## config.mk

```make
export PLATFORM = sky130hd
export DESIGN_NAME = touch_adc_spi_controller_flat
export DESIGN_NICKNAME = d
export VERILOG_FILES = /design/src/rtl/touch_adc_pkg.sv /design/src/rtl/touch_adc_spi_controller_if.sv /design/src/rtl/touch_adc_spi_frame.sv /design/src/rtl/touch_adc_spi_controller.sv /design/src/flat_wrapper.sv
export SDC_FILE = /design/constraint.sdc
export NUM_CORES = 1
export LEC_CHECK = 0
export CAP_MARGIN = 20
export CORE_ASPECT_RATIO = 1.5
export CORE_MARGIN = 4
export CORE_UTILIZATION = 38
export CTS_CLUSTER_SIZE = 12
export DETAILED_ROUTE_END_ITERATION = 7
export DONT_BUFFER_PORTS = 1
export GPL_ROUTABILITY_DRIVEN = 0
export GPL_TIMING_DRIVEN = 0
export PLACE_DENSITY = 0.58
export SYNTH_ARGS = -nofsm -noshare
export SYNTH_HDL_FRONTEND = slang
export SYNTH_SLANG_ARGS = --single-unit
export TNS_END_PERCENT = 30
```

## constraint.sdc

```tcl
create_clock -name Clock -period 2.72 [get_ports Clock]
set_clock_uncertainty 0.1 [all_clocks]
set_input_delay 0.544 -clock Clock [delete_from_list [all_inputs] [get_ports Clock]]
set_output_delay 0.544 -clock Clock [all_outputs]
set_load 0.02 [all_outputs]
```

## src/rtl/touch_adc_pkg.sv

```systemverilog
// ============================================================================
// Module : touch_adc_pkg
// Brief  : Shared constants and FSM state type for the touch-panel ADC block.
// Rev    : 1.0  initial release
// ============================================================================
`default_nettype none

package touch_adc_pkg;

  localparam logic [7:0] CMD_X         = 8'h92;
  localparam logic [7:0] CMD_Y         = 8'hD2;
  localparam int         FRAME_PERIODS = 24;
  localparam int         DATA_FIRST    = 9;
  localparam int         DATA_BITS     = 12;

  typedef enum logic [2:0] {
    IDLE    = 3'd0,
    FRAME_X = 3'd1,
    INTER   = 3'd2,
    FRAME_Y = 3'd3,
    GAP     = 3'd4
  } state_t;

endpackage

`default_nettype wire

```

## src/rtl/touch_adc_spi_controller_if.sv

```systemverilog
// ============================================================================
// Module : touch_adc_spi_controller_if
// Brief  : Pin bundle between the controller and the AD7843-class touch ADC.
// Rev    : 1.0  initial release
// ============================================================================
`default_nettype none

interface touch_adc_spi_controller_if;
  logic ADC_CS_N;
  logic ADC_DCLK;
  logic ADC_DIN;
  logic ADC_DOUT;
  logic PENIRQ_N;

  modport master (
    output ADC_CS_N, ADC_DCLK, ADC_DIN,
    input  ADC_DOUT, PENIRQ_N
  );

  modport slave (
    input  ADC_CS_N, ADC_DCLK, ADC_DIN,
    output ADC_DOUT, PENIRQ_N
  );
endinterface

`default_nettype wire

```

## src/rtl/touch_adc_spi_frame.sv

```systemverilog
// ============================================================================
// Module : touch_adc_spi_frame
// Brief  : One 24-DCLK conversion frame: setup half, 48 clock halves, hold half.
// Rev    : 1.0  initial release
// ============================================================================
`default_nettype none

module touch_adc_spi_frame
  import touch_adc_pkg::*;
#(
  parameter int CLK_DIV = 16
) (
  input  wire logic                 Clock,
  input  wire logic                 Reset,
  input  wire logic                 i_start,
  input  wire logic [7:0]           i_cmd,
  input  wire logic                 i_dout,
  output logic                      o_busy,
  output logic                      o_done,
  output logic [DATA_BITS-1:0]      o_result,
  output logic                      o_cs_n,
  output logic                      o_dclk,
  output logic                      o_din
);

  localparam int              CW          = $clog2(CLK_DIV);
  localparam logic [CW-1:0]   C_CNT_LAST  = CW'(CLK_DIV - 1);
  localparam logic [5:0]      C_HALF_LAST = 6'(2 * FRAME_PERIODS + 1);
  localparam logic [5:0]      C_CMD_END   = 6'd8;
  localparam logic [5:0]      C_DATA_LO   = 6'(DATA_FIRST);
  localparam logic [5:0]      C_DATA_HI   = 6'(DATA_FIRST + DATA_BITS - 1);

  logic                 r_busy, r_done, r_cs_n, r_dclk, r_din;
  logic [CW-1:0]        r_cnt;
  logic [5:0]           r_half;
  logic [7:0]           r_cmd;
  logic [DATA_BITS-1:0] r_shift, r_result;
  logic [5:0]           w_next_half, w_period;

  // Half 0 is setup; odd halves are the low phase of period (h-1)/2, even the high phase.
  assign w_next_half = r_half + 6'd1;
  assign w_period    = {1'b0, w_next_half[5:1]} - {5'd0, ~w_next_half[0]};

  always_ff @(posedge Clock) begin
    if (Reset) begin
      r_busy   <= 1'b0;
      r_done   <= 1'b0;
      r_cs_n   <= 1'b1;
      r_dclk   <= 1'b0;
      r_din    <= 1'b0;
      r_cnt    <= '0;
      r_half   <= '0;
      r_cmd    <= '0;
      r_shift  <= '0;
      r_result <= '0;
    end else begin
      r_done <= 1'b0;
      if (!r_busy) begin
        if (i_start) begin
          r_busy <= 1'b1;
          r_cs_n <= 1'b0;
          r_dclk <= 1'b0;
          r_din  <= 1'b0;
          r_cnt  <= '0;
          r_half <= '0;
          r_cmd  <= i_cmd;
        end
      end else if (r_cnt == C_CNT_LAST) begin
        r_cnt <= '0;
        if (r_half == C_HALF_LAST) begin
          r_busy   <= 1'b0;
          r_cs_n   <= 1'b1;
          r_done   <= 1'b1;
          r_result <= r_shift;
        end else begin
          r_half <= w_next_half;
          r_dclk <= ~w_next_half[0];
          if (w_next_half[0]) begin
            r_din <= (w_period < C_CMD_END) ? r_cmd[~w_period[2:0]] : 1'b0;
          end else if (w_period >= C_DATA_LO && w_period <= C_DATA_HI) begin
            r_shift <= {r_shift[DATA_BITS-2:0], i_dout};
          end
        end
      end else begin
        r_cnt <= r_cnt + 1'b1;
      end
    end
  end

  assign o_busy   = r_busy;
  assign o_done   = r_done;
  assign o_result = r_result;
  assign o_cs_n   = r_cs_n;
  assign o_dclk   = r_dclk;
  assign o_din    = r_din;

endmodule

`default_nettype wire

```

## src/rtl/touch_adc_spi_controller.sv

```systemverilog
// ============================================================================
// Module : touch_adc_spi_controller
// Brief  : Pen debounce and X/Y conversion sequencing for the LTM touch panel.
//          Optional two-sample averaging per axis: define TOUCH_AVERAGE_EN.
// Rev    : 1.0  initial release
// ============================================================================
`default_nettype none

module touch_adc_spi_controller
  import touch_adc_pkg::*;
#(
  parameter int CLK_DIV      = 16,
  parameter int PEN_DEBOUNCE = 1000,
  parameter int SAMPLE_GAP   = 2000
) (
  input  wire logic                   Clock,
  input  wire logic                   Reset,
  touch_adc_spi_controller_if.master  adc,
  output logic                        Touch_En,
  output logic                        Coord_En,
  output logic [11:0]                 X_Coord,
  output logic [11:0]                 Y_Coord
);

  localparam logic [31:0] C_DEB_LAST   = 32'(PEN_DEBOUNCE - 1);
  localparam logic [31:0] C_INTER_LAST = 32'(CLK_DIV - 1);
  localparam logic [31:0] C_GAP_LAST   = 32'(SAMPLE_GAP - 1);

  logic [1:0]           r_pen_sync, r_dout_sync;
  state_t               r_state;
  logic [31:0]          r_cnt;
  logic                 r_start;
  logic [7:0]           r_cmd;
  logic [11:0]          r_pend_x, r_pend_y, r_x, r_y;
  logic                 r_touch_en, r_coord_en;
  logic                 w_busy, w_done, w_cs_n, w_dclk, w_din, w_pen_low;
  logic [DATA_BITS-1:0] w_result;

`ifdef TOUCH_AVERAGE_EN
  logic                 r_second, r_next_x;
  logic [11:0]          r_s0;
  logic [12:0]          w_sum;
  assign w_sum = {1'b0, r_s0} + {1'b0, w_result};
`endif

  touch_adc_spi_frame #(.CLK_DIV(CLK_DIV)) u_frame (
    .Clock    (Clock),
    .Reset    (Reset),
    .i_start  (r_start),
    .i_cmd    (r_cmd),
    .i_dout   (r_dout_sync[1]),
    .o_busy   (w_busy),
    .o_done   (w_done),
    .o_result (w_result),
    .o_cs_n   (w_cs_n),
    .o_dclk   (w_dclk),
    .o_din    (w_din)
  );

  // PENIRQ_N is disturbed by conversions, so it only counts while CS_N is high.
  assign w_pen_low = ~r_pen_sync[1] & ~w_busy;

  always_ff @(posedge Clock) begin
    if (Reset) begin
      r_pen_sync  <= 2'b11;
      r_dout_sync <= 2'b00;
      r_state     <= IDLE;
      r_cnt       <= '0;
      r_start     <= 1'b0;
      r_cmd       <= '0;
      r_pend_x    <= '0;
      r_pend_y    <= '0;
      r_x         <= '0;
      r_y         <= '0;
      r_touch_en  <= 1'b0;
      r_coord_en  <= 1'b0;
`ifdef TOUCH_AVERAGE_EN
      r_second    <= 1'b0;
      r_next_x    <= 1'b0;
      r_s0        <= '0;
`endif
    end else begin
      r_pen_sync  <= {r_pen_sync[0], adc.PENIRQ_N};
      r_dout_sync <= {r_dout_sync[0], adc.ADC_DOUT};
      r_start     <= 1'b0;
      r_coord_en  <= 1'b0;
      case (r_state)
        IDLE: begin
          if (!w_pen_low) begin
            r_cnt <= '0;
          end else if (r_cnt == C_DEB_LAST) begin
            r_cnt      <= '0;
            r_touch_en <= 1'b1;
            r_start    <= 1'b1;
            r_cmd      <= CMD_X;
            r_state    <= FRAME_X;
          end else begin
            r_cnt <= r_cnt + 1'b1;
          end
        end
        FRAME_X: begin
          if (w_done) begin
            r_cnt   <= '0;
            r_state <= INTER;
`ifdef TOUCH_AVERAGE_EN
            if (!r_second) begin
              r_s0     <= w_result;
              r_second <= 1'b1;
              r_next_x <= 1'b1;
            end else begin
              r_pend_x <= w_sum[12:1];
              r_second <= 1'b0;
              r_next_x <= 1'b0;
            end
`else
            r_pend_x <= w_result;
`endif
          end
        end
        INTER: begin
          if (r_cnt == C_INTER_LAST) begin
            r_cnt   <= '0;
            r_start <= 1'b1;
`ifdef TOUCH_AVERAGE_EN
            r_state <= r_next_x ? FRAME_X : FRAME_Y;
            r_cmd   <= r_next_x ? CMD_X : CMD_Y;
`else
            r_state <= FRAME_Y;
            r_cmd   <= CMD_Y;
`endif
          end else begin
            r_cnt <= r_cnt + 1'b1;
          end
        end
        FRAME_Y: begin
          if (w_done) begin
            r_cnt <= '0;
`ifdef TOUCH_AVERAGE_EN
            if (!r_second) begin
              r_s0     <= w_result;
              r_second <= 1'b1;
              r_next_x <= 1'b0;
              r_state  <= INTER;
            end else begin
              r_pend_y <= w_sum[12:1];
              r_second <= 1'b0;
              r_state  <= GAP;
            end
`else
            r_pend_y <= w_result;
            r_state  <= GAP;
`endif
          end
        end
        GAP: begin
          if (r_cnt == C_GAP_LAST) begin
            r_cnt <= '0;
            if (w_pen_low) begin
              r_x        <= r_pend_x;
              r_y        <= r_pend_y;
              r_coord_en <= 1'b1;
              r_start    <= 1'b1;
              r_cmd      <= CMD_X;
              r_state    <= FRAME_X;
            end else begin
              r_touch_en <= 1'b0;
              r_state    <= IDLE;
            end
          end else begin
            r_cnt <= r_cnt + 1'b1;
          end
        end
        default: r_state <= IDLE;
      endcase
    end
  end

  assign adc.ADC_CS_N = w_cs_n;
  assign adc.ADC_DCLK = w_dclk;
  assign adc.ADC_DIN  = w_din;
  assign Touch_En     = r_touch_en;
  assign Coord_En     = r_coord_en;
  assign X_Coord      = r_x;
  assign Y_Coord      = r_y;

endmodule

`default_nettype wire

```

## src/flat_wrapper.sv

```systemverilog
// flat-port wrapper written by rule: the top's interface ports become plain ports
module touch_adc_spi_controller_flat import touch_adc_pkg::*;
#(
  parameter int CLK_DIV      = 16,
  parameter int PEN_DEBOUNCE = 1000,
  parameter int SAMPLE_GAP   = 2000
)
  (Clock, Reset, Touch_En, Coord_En, X_Coord, Y_Coord, adc_ADC_CS_N, adc_ADC_DCLK, adc_ADC_DIN, adc_ADC_DOUT, adc_PENIRQ_N);
  touch_adc_spi_controller_if adc_i ();
  input  wire logic Clock;
  input  wire logic Reset;
  output logic Touch_En;
  output logic Coord_En;
  output logic [11:0] X_Coord;
  output logic [11:0] Y_Coord;
  output wire logic [$bits(adc_i.ADC_CS_N)-1:0] adc_ADC_CS_N;
  output wire logic [$bits(adc_i.ADC_DCLK)-1:0] adc_ADC_DCLK;
  output wire logic [$bits(adc_i.ADC_DIN)-1:0] adc_ADC_DIN;
  input wire logic [$bits(adc_i.ADC_DOUT)-1:0] adc_ADC_DOUT;
  input wire logic [$bits(adc_i.PENIRQ_N)-1:0] adc_PENIRQ_N;
  assign adc_ADC_CS_N = adc_i.ADC_CS_N;
  assign adc_ADC_DCLK = adc_i.ADC_DCLK;
  assign adc_ADC_DIN = adc_i.ADC_DIN;
  assign adc_i.ADC_DOUT = adc_ADC_DOUT;
  assign adc_i.PENIRQ_N = adc_PENIRQ_N;
  touch_adc_spi_controller #(.CLK_DIV(CLK_DIV), .PEN_DEBOUNCE(PEN_DEBOUNCE), .SAMPLE_GAP(SAMPLE_GAP)) u_core (.Clock(Clock), .Reset(Reset), .adc(adc_i), .Touch_En(Touch_En), .Coord_En(Coord_En), .X_Coord(X_Coord), .Y_Coord(Y_Coord));
endmodule
```

# [Yosys cells after proc, flatten, opt, wreduce, memory -nomap -nowiden]
# Cells that the tools add are included.
# Widths: inputs -> output; s select.
[op_classes] n_addsub=4 magnitude_cmp=4 n_eq_ne=22 n_mux=57 n_bitwise=8 reduce_logical=22
[op_table] cell="$mux 32" n=5
[op_table] cell="$pmux 32 s4" n=1
[op_table] cell="$mux 8" n=5
[op_table] cell="$add 32x1->32 const B" n=1
[op_table] cell="$eq 32x10->1 const B" n=1
[op_table] cell="$eq 32x11->1 const B" n=1
[op_table] cell="$eq 32x4->1 const B" n=1
[op_table] cell="$mux 1" n=28
[op_table] cell="$mux 6" n=4
[op_table] cell="$pmux 8 s3" n=1
[op_table] cell="$mux 3" n=6
[op_table] cell="$ne 2x1->1 const B" n=9
[op_table] cell="$pmux 3 s5" n=1
[op_table] cell="$mux 4" n=3
[op_table] cell="$reduce_and 3->1" n=4
[op_table] cell="$reduce_and 6->1" n=2
[op_table] cell="$reduce_and 5->1" n=2
[op_table] cell="$ne 2x2->1 const B" n=4
[op_table] cell="$reduce_and 2->1" n=4
[op_table] cell="$add 6x1->6 const B" n=1
[op_table] cell="$eq 3x2->1 const B" n=2
[op_table] cell="$eq 6x6->1 const B" n=1
[op_table] cell="$ge 6x4->1 const B" n=1
[op_table] cell="$le 6x5->1 const B" n=1
[op_table] cell="other kinds (21)" n=28
[word_totals] register_bits=145 in_bits=4 out_inout_bits=29 word_cells=139

# [Depth between registers and ports, before layout]
[depth] ltp_word=11 mapped_depth=11 mapped_depth_nobuf=11

# [Hierarchy]
# Synthesis repeated with hierarchy kept, for this count alone.
[hier_totals] cells_unflattened=692 hier_area_um2=6083.3
[by_module_without_submodules] module="touch_adc_spi_controller" instances=1 cells_per_inst=454 area_each_um2=3935.0 seq_area_each_um2=1841.8
[by_module_without_submodules] module="touch_adc_spi_frame" instances=1 cells_per_inst=238 area_each_um2=2148.3 seq_area_each_um2=940.9

# [Least setup slack after synthesis]
# Ideal clock, no wire load.
[synth_timing] path_type="register -> register" from="register u_core.u_frame.r_half[0]" to="register u_core.u_frame.r_shift[2]" setup_time_ns=0.128 arrival_ns=2.397 required_ns=2.492 path_slack_ns=0.096 path_stages_with_launch=11 path_buffers=1 period_less_slack_ns=2.624 path_cell_list="dfxtp_1 -> ha_1 -> ha_1 -> inv_1 -> ha_1 -> a21oi_1 -> a2111o_1 -> a21oi_2 -> buf_6 -> mux2i_1 -> nor2_1"
[synth_via] elab_chain_len=6 elab_cells_between_ends=9 classes_between="add/sub: 2; order compare: 2; eq/ne: 1; bitwise: 2; reduce/logical: 2"
[synth_rtl] element="start, declared" line="touch_adc_spi_frame.sv:35" text="logic [5:0] r_half;"
[synth_rtl] element="start signal, assigned" line="touch_adc_spi_frame.sv:76" text="r_half <= w_next_half;"
[synth_rtl] element="$add 6x1->6" line="touch_adc_spi_frame.sv:41" text="assign w_next_half = r_half + 6'd1;"
[synth_rtl] element="$not 1->1 (no source line)"
[synth_rtl] element="$sub 5x1->6" line="touch_adc_spi_frame.sv:42" text="assign w_period = {1'b0, w_next_half[5:1]} - {5'd0, ~w_next_half[0]};"
[synth_rtl] element="$ge 6x4->1 / $le 6x5->1 (equally long branches)" line="touch_adc_spi_frame.sv:80" text="end else if (w_period >= C_DATA_LO && w_period <= C_DATA_HI) begin"
[synth_rtl] element="$logic_and 1x1->1" line="touch_adc_spi_frame.sv:80"
[synth_rtl] element="$reduce_and 5->1 (no source line) *"
[synth_rtl] element="end signal, assigned" line="touch_adc_spi_frame.sv:81" text="r_shift <= {r_shift[DATA_BITS-2:0], i_dout};"
[synth_rtl] element="end, declared" line="touch_adc_spi_frame.sv:37" text="logic [DATA_BITS-1:0] r_shift, r_result;"
# Every way passes the cells marked *; elsewhere a longest branch is shown, timed or not.
# A chain may end at the register's enable or synchronous reset.

# [Final worst setup path]
# Ends and elaborated chain as after synthesis.

==> results.sh <==
export IMPL_outcome="finished, final reports clean"
export IMPL_crit_end="u_core.u_frame.r_shift[2]$_SDFFE_PP0P_"
export IMPL_r2r_end="u_core.u_frame.r_shift[2]$_SDFFE_PP0P_"
export IMPL_grt_pass1_vias=4594
export IMPL_required_ns=2.90
export IMPL_pwr_density_cell_mw_per_mm2=636.5
export IMPL_hp_class="input pin to flop"
export IMPL_rows=54
export IMPL_synth_largest_area_cell="dfxtp_1"
export IMPL_seq_area_frac_synth=0.4733
export IMPL_finalSetupTns_ns=0
export IMPL_cts_clk_slew_worst_paths_ns=0.06
export IMPL_first_pass_iters=4
export IMPL_slew_headroom=0.5511
export IMPL_cts_tree="built"
export IMPL_clock_path_buffers=2
export IMPL_arrival_ns=2.78
export IMPL_cts_root_buffer="clkbuf_16"
export IMPL_cts_buffers_inserted=17
export IMPL_grt_max_degree=17
export IMPL_synth_warnings=0
export IMPL_slew_violations=0
export IMPL_synth_top_cell_area_share=0.4733
export IMPL_drc=0
export IMPL_pin_count=33
export IMPL_synth_nets=687
export IMPL_clkLatencyLatePin_ns=0.41
export IMPL_core_mm2=0.01453
export IMPL_synth_edff_count=0
export IMPL_cp_max_fo=8
export IMPL_synth_avg_cell_area_um2=8.309
export IMPL_htreeDepth=4
export IMPL_grt_first_pass_wirelength_um=21550
export IMPL_ys_top_cells_by_count="143 x nand2_1, 133 x dfxtp_1, 80 x a21oi_1"
export IMPL_rrSetupSlack_ns=0.12
export IMPL_tightest_slew_ns=0.6733
export IMPL_nFillCells=1440
export IMPL_antenna_found_initial=1
export IMPL_numPortBuffers=0
export IMPL_fmax_ghz=0.3849
export IMPL_synth_ff_latch_count=133
export IMPL_fp_dieW_um=107.3
export IMPL_drv_cap=0
export IMPL_fin_crit_sh=0.9551
export IMPL_cp_startpoint="u_core.u_frame.r_half[0]$_SDFFE_PP0P_"
export IMPL_wl_per_cell_um=14.35
export IMPL_yosysMostFrequentCell="nand2_1"
export IMPL_synth_area_top_cells="dfxtp_1 47%, nand2_1 9.5%, a21oi_1 7.1%"
export IMPL_ir_drop_mv=0.3388
export IMPL_die_area_mm2=0.01685
export IMPL_r2r_cells=10
export IMPL_rr_startpoint="u_core.u_frame.r_half[0]$_SDFFE_PP0P_"
export IMPL_endpoint_kind="flop"
export IMPL_setup_viol=0
export IMPL_fin_crit_ns=2.598
export IMPL_ys_flop_type="dfxtp_1"
export IMPL_avgViaCountPerCell=5.058
export IMPL_syn_area_mm2=0.005625
export IMPL_async_reset_ff_frac=0
export IMPL_cts_sinks=133
export IMPL_first_iter_violations=342
export IMPL_hpwl_um=9519
export IMPL_yosysUniqueCellTypes=56
export IMPL_dpl_cell_area_mm2=0.005871
export IMPL_area_growth_pct=17.77
export IMPL_cellLeakagePower_uw=0.002157
export IMPL_hold_viol=0
export IMPL_ant_nets=0
export IMPL_vias=4603
export IMPL_setup_worst_path_class="flop to flop"
export IMPL_final_nets=712
export IMPL_wl_um=13060
export IMPL_grt_ovfl_total=0
export IMPL_startpoint_type="flop"
export IMPL_start_util=0.3873
export IMPL_design_area_mm2=0.006625
export IMPL_grtUsageTotal=0.1598
export IMPL_dieHeight_um=157.0
export IMPL_drive_above_1_share=0.1220
export IMPL_syn_instance_count=677
[worst min path at each step]
stage | cells past startpoint | slack (ns) | from | to
5_1_grt | 1 | 0.12 | adc_PENIRQ_N | u_core.r_pen_sync[0]$_SDFF_PP1_
2_1_floorplan | 1 | 0.29 | u_core.r_pen_sync[0]$_SDFF_PP1_ | u_core.r_pen_sync[1]$_SDFF_PP1_
6_report | 1 | 0.14 | adc_PENIRQ_N | u_core.r_pen_sync[0]$_SDFF_PP1_
3_3_place_gp | 1 | 0.29 | u_core.r_pen_sync[0]$_SDFF_PP1_ | u_core.r_pen_sync[1]$_SDFF_PP1_
4_1_cts | 1 | 0.12 | adc_PENIRQ_N | u_core.r_pen_sync[0]$_SDFF_PP1_
3_5_place_dp | 1 | 0.30 | u_core.r_pen_sync[0]$_SDFF_PP1_ | u_core.r_pen_sync[1]$_SDFF_PP1_
[sequential cells by signal, indices dropped and copies added (netlist names), 2 cells and up]
name / flops
u_core.X_Coord: 12
u_core.Y_Coord: 12
u_core.r_cmd: 2
u_core.r_cnt: 32
u_core.r_dout_sync: 2
u_core.r_pen_sync: 2
u_core.r_pend_x: 12
u_core.r_pend_y: 12
u_core.r_state: 3
u_core.u_frame.o_result: 12
u_core.u_frame.r_cmd: 2
u_core.u_frame.r_cnt: 4
u_core.u_frame.r_half: 6
u_core.u_frame.r_shift: 12
[report_power, final]
| part | total, uW | internal, uW | leakage (uW) | switching, uW |
|---|---|---|---|---|
| Sequential | 1950 | 1950 | 0.00107 | 1.75 |
| Clock | 2220 | 1360 | 0.000274 | 855 |
| Combinational | 46.7 | 10.2 | 0.000810 | 36.5 |
[cell usage in the layout (no fill, tap or decap), drive strengths merged, types with 4 or more instances in the layout]
master and count:
nand4 8, or2 8, and3 4, mux2i 15
nor3b 4, inv 8, clkinv 6, nor3 9
buf 15, nand2 143, or3 7, a31oi 7
nor2 80, xnor2 16, a21oi 81, nor4 13
clkbuf 44, ha 6, dfxtp 133, nand3 28
nor2b 7, xor2 19, o21ai 8, and2 5
[through the flow]
step                      worst slack, ns  utilization  instances  power (uW)  hold slack, ns
after floorplan                   0.09559            -        677        2024          0.2895
after global placement            -0.1513       0.4041        873        2041          0.2939
after global routing            -0.004271       0.4561        910        4351          0.1217
after detailed placement          -0.1972       0.4041        873        2041          0.2980
after CTS                         0.04887       0.4469        904        4264          0.1209
final                              0.1221       0.4561        910        4217          0.1361
[critical path, cell delays in order, from the launching register on]
cell and delay, ns:
dfxtp_4 0.39, ha_4 0.20, ha_4 0.28, inv_1 0.06
ha_4 0.29, a21oi_1 0.08, a2111o_1 0.40, a21oi_4 0.25
clkbuf_16 0.20, mux2i_1 0.18, nor2_1 0.05
[cell type report]
type	count	area, um2	share of cell area
diodes	1	2.502	0.0003777
multi-input cells	502	2872	0.4334
clock inverters	12	132.6	0.02002
well taps	196	245.2	0.03702
inverters	7	26.28	0.003966
flip-flops and latches	133	2668	0.4026
repair buffers	6	62.56	0.009443
plain buffers	35	177.7	0.02682
clock buffers	18	439.2	0.06629
[logic make-up after synthesis]
logic type                 count (synthesis)  share of synthesized area
AOI/OAI and AO/OA                        112                     0.1134
buffers and inverters                     42                    0.03492
muxes                                     16                    0.02869
adders and majority gates                  6                    0.01334
DFF                                      133                     0.4733
and+or+nand+nor                          332                     0.2771
xor gates and xnor gates                  36                    0.05916
[repair_timing]
item | in CTS | in global routing
endpoints found under the setup margin | 13 | 63
gates resized for setup | 8 | 13
pin swaps | 1 | 3
hold buffers | 0 | 0
cloned | 0 | 1
setup buffers | 1 | 4
[routing by layer]
layer / wire (um) / up-vias / track usage
met5: 0 / - / 0
met4: 338 / 0 / 0.06859
met3: 520 / 25 / 0.04309
met2: 6912 / 75 / 0.2951
met1: 5284 / 2161 / 0.1691
li1: - / 2342 / -
No activity file was read; power rests on OpenSTA's default activity.
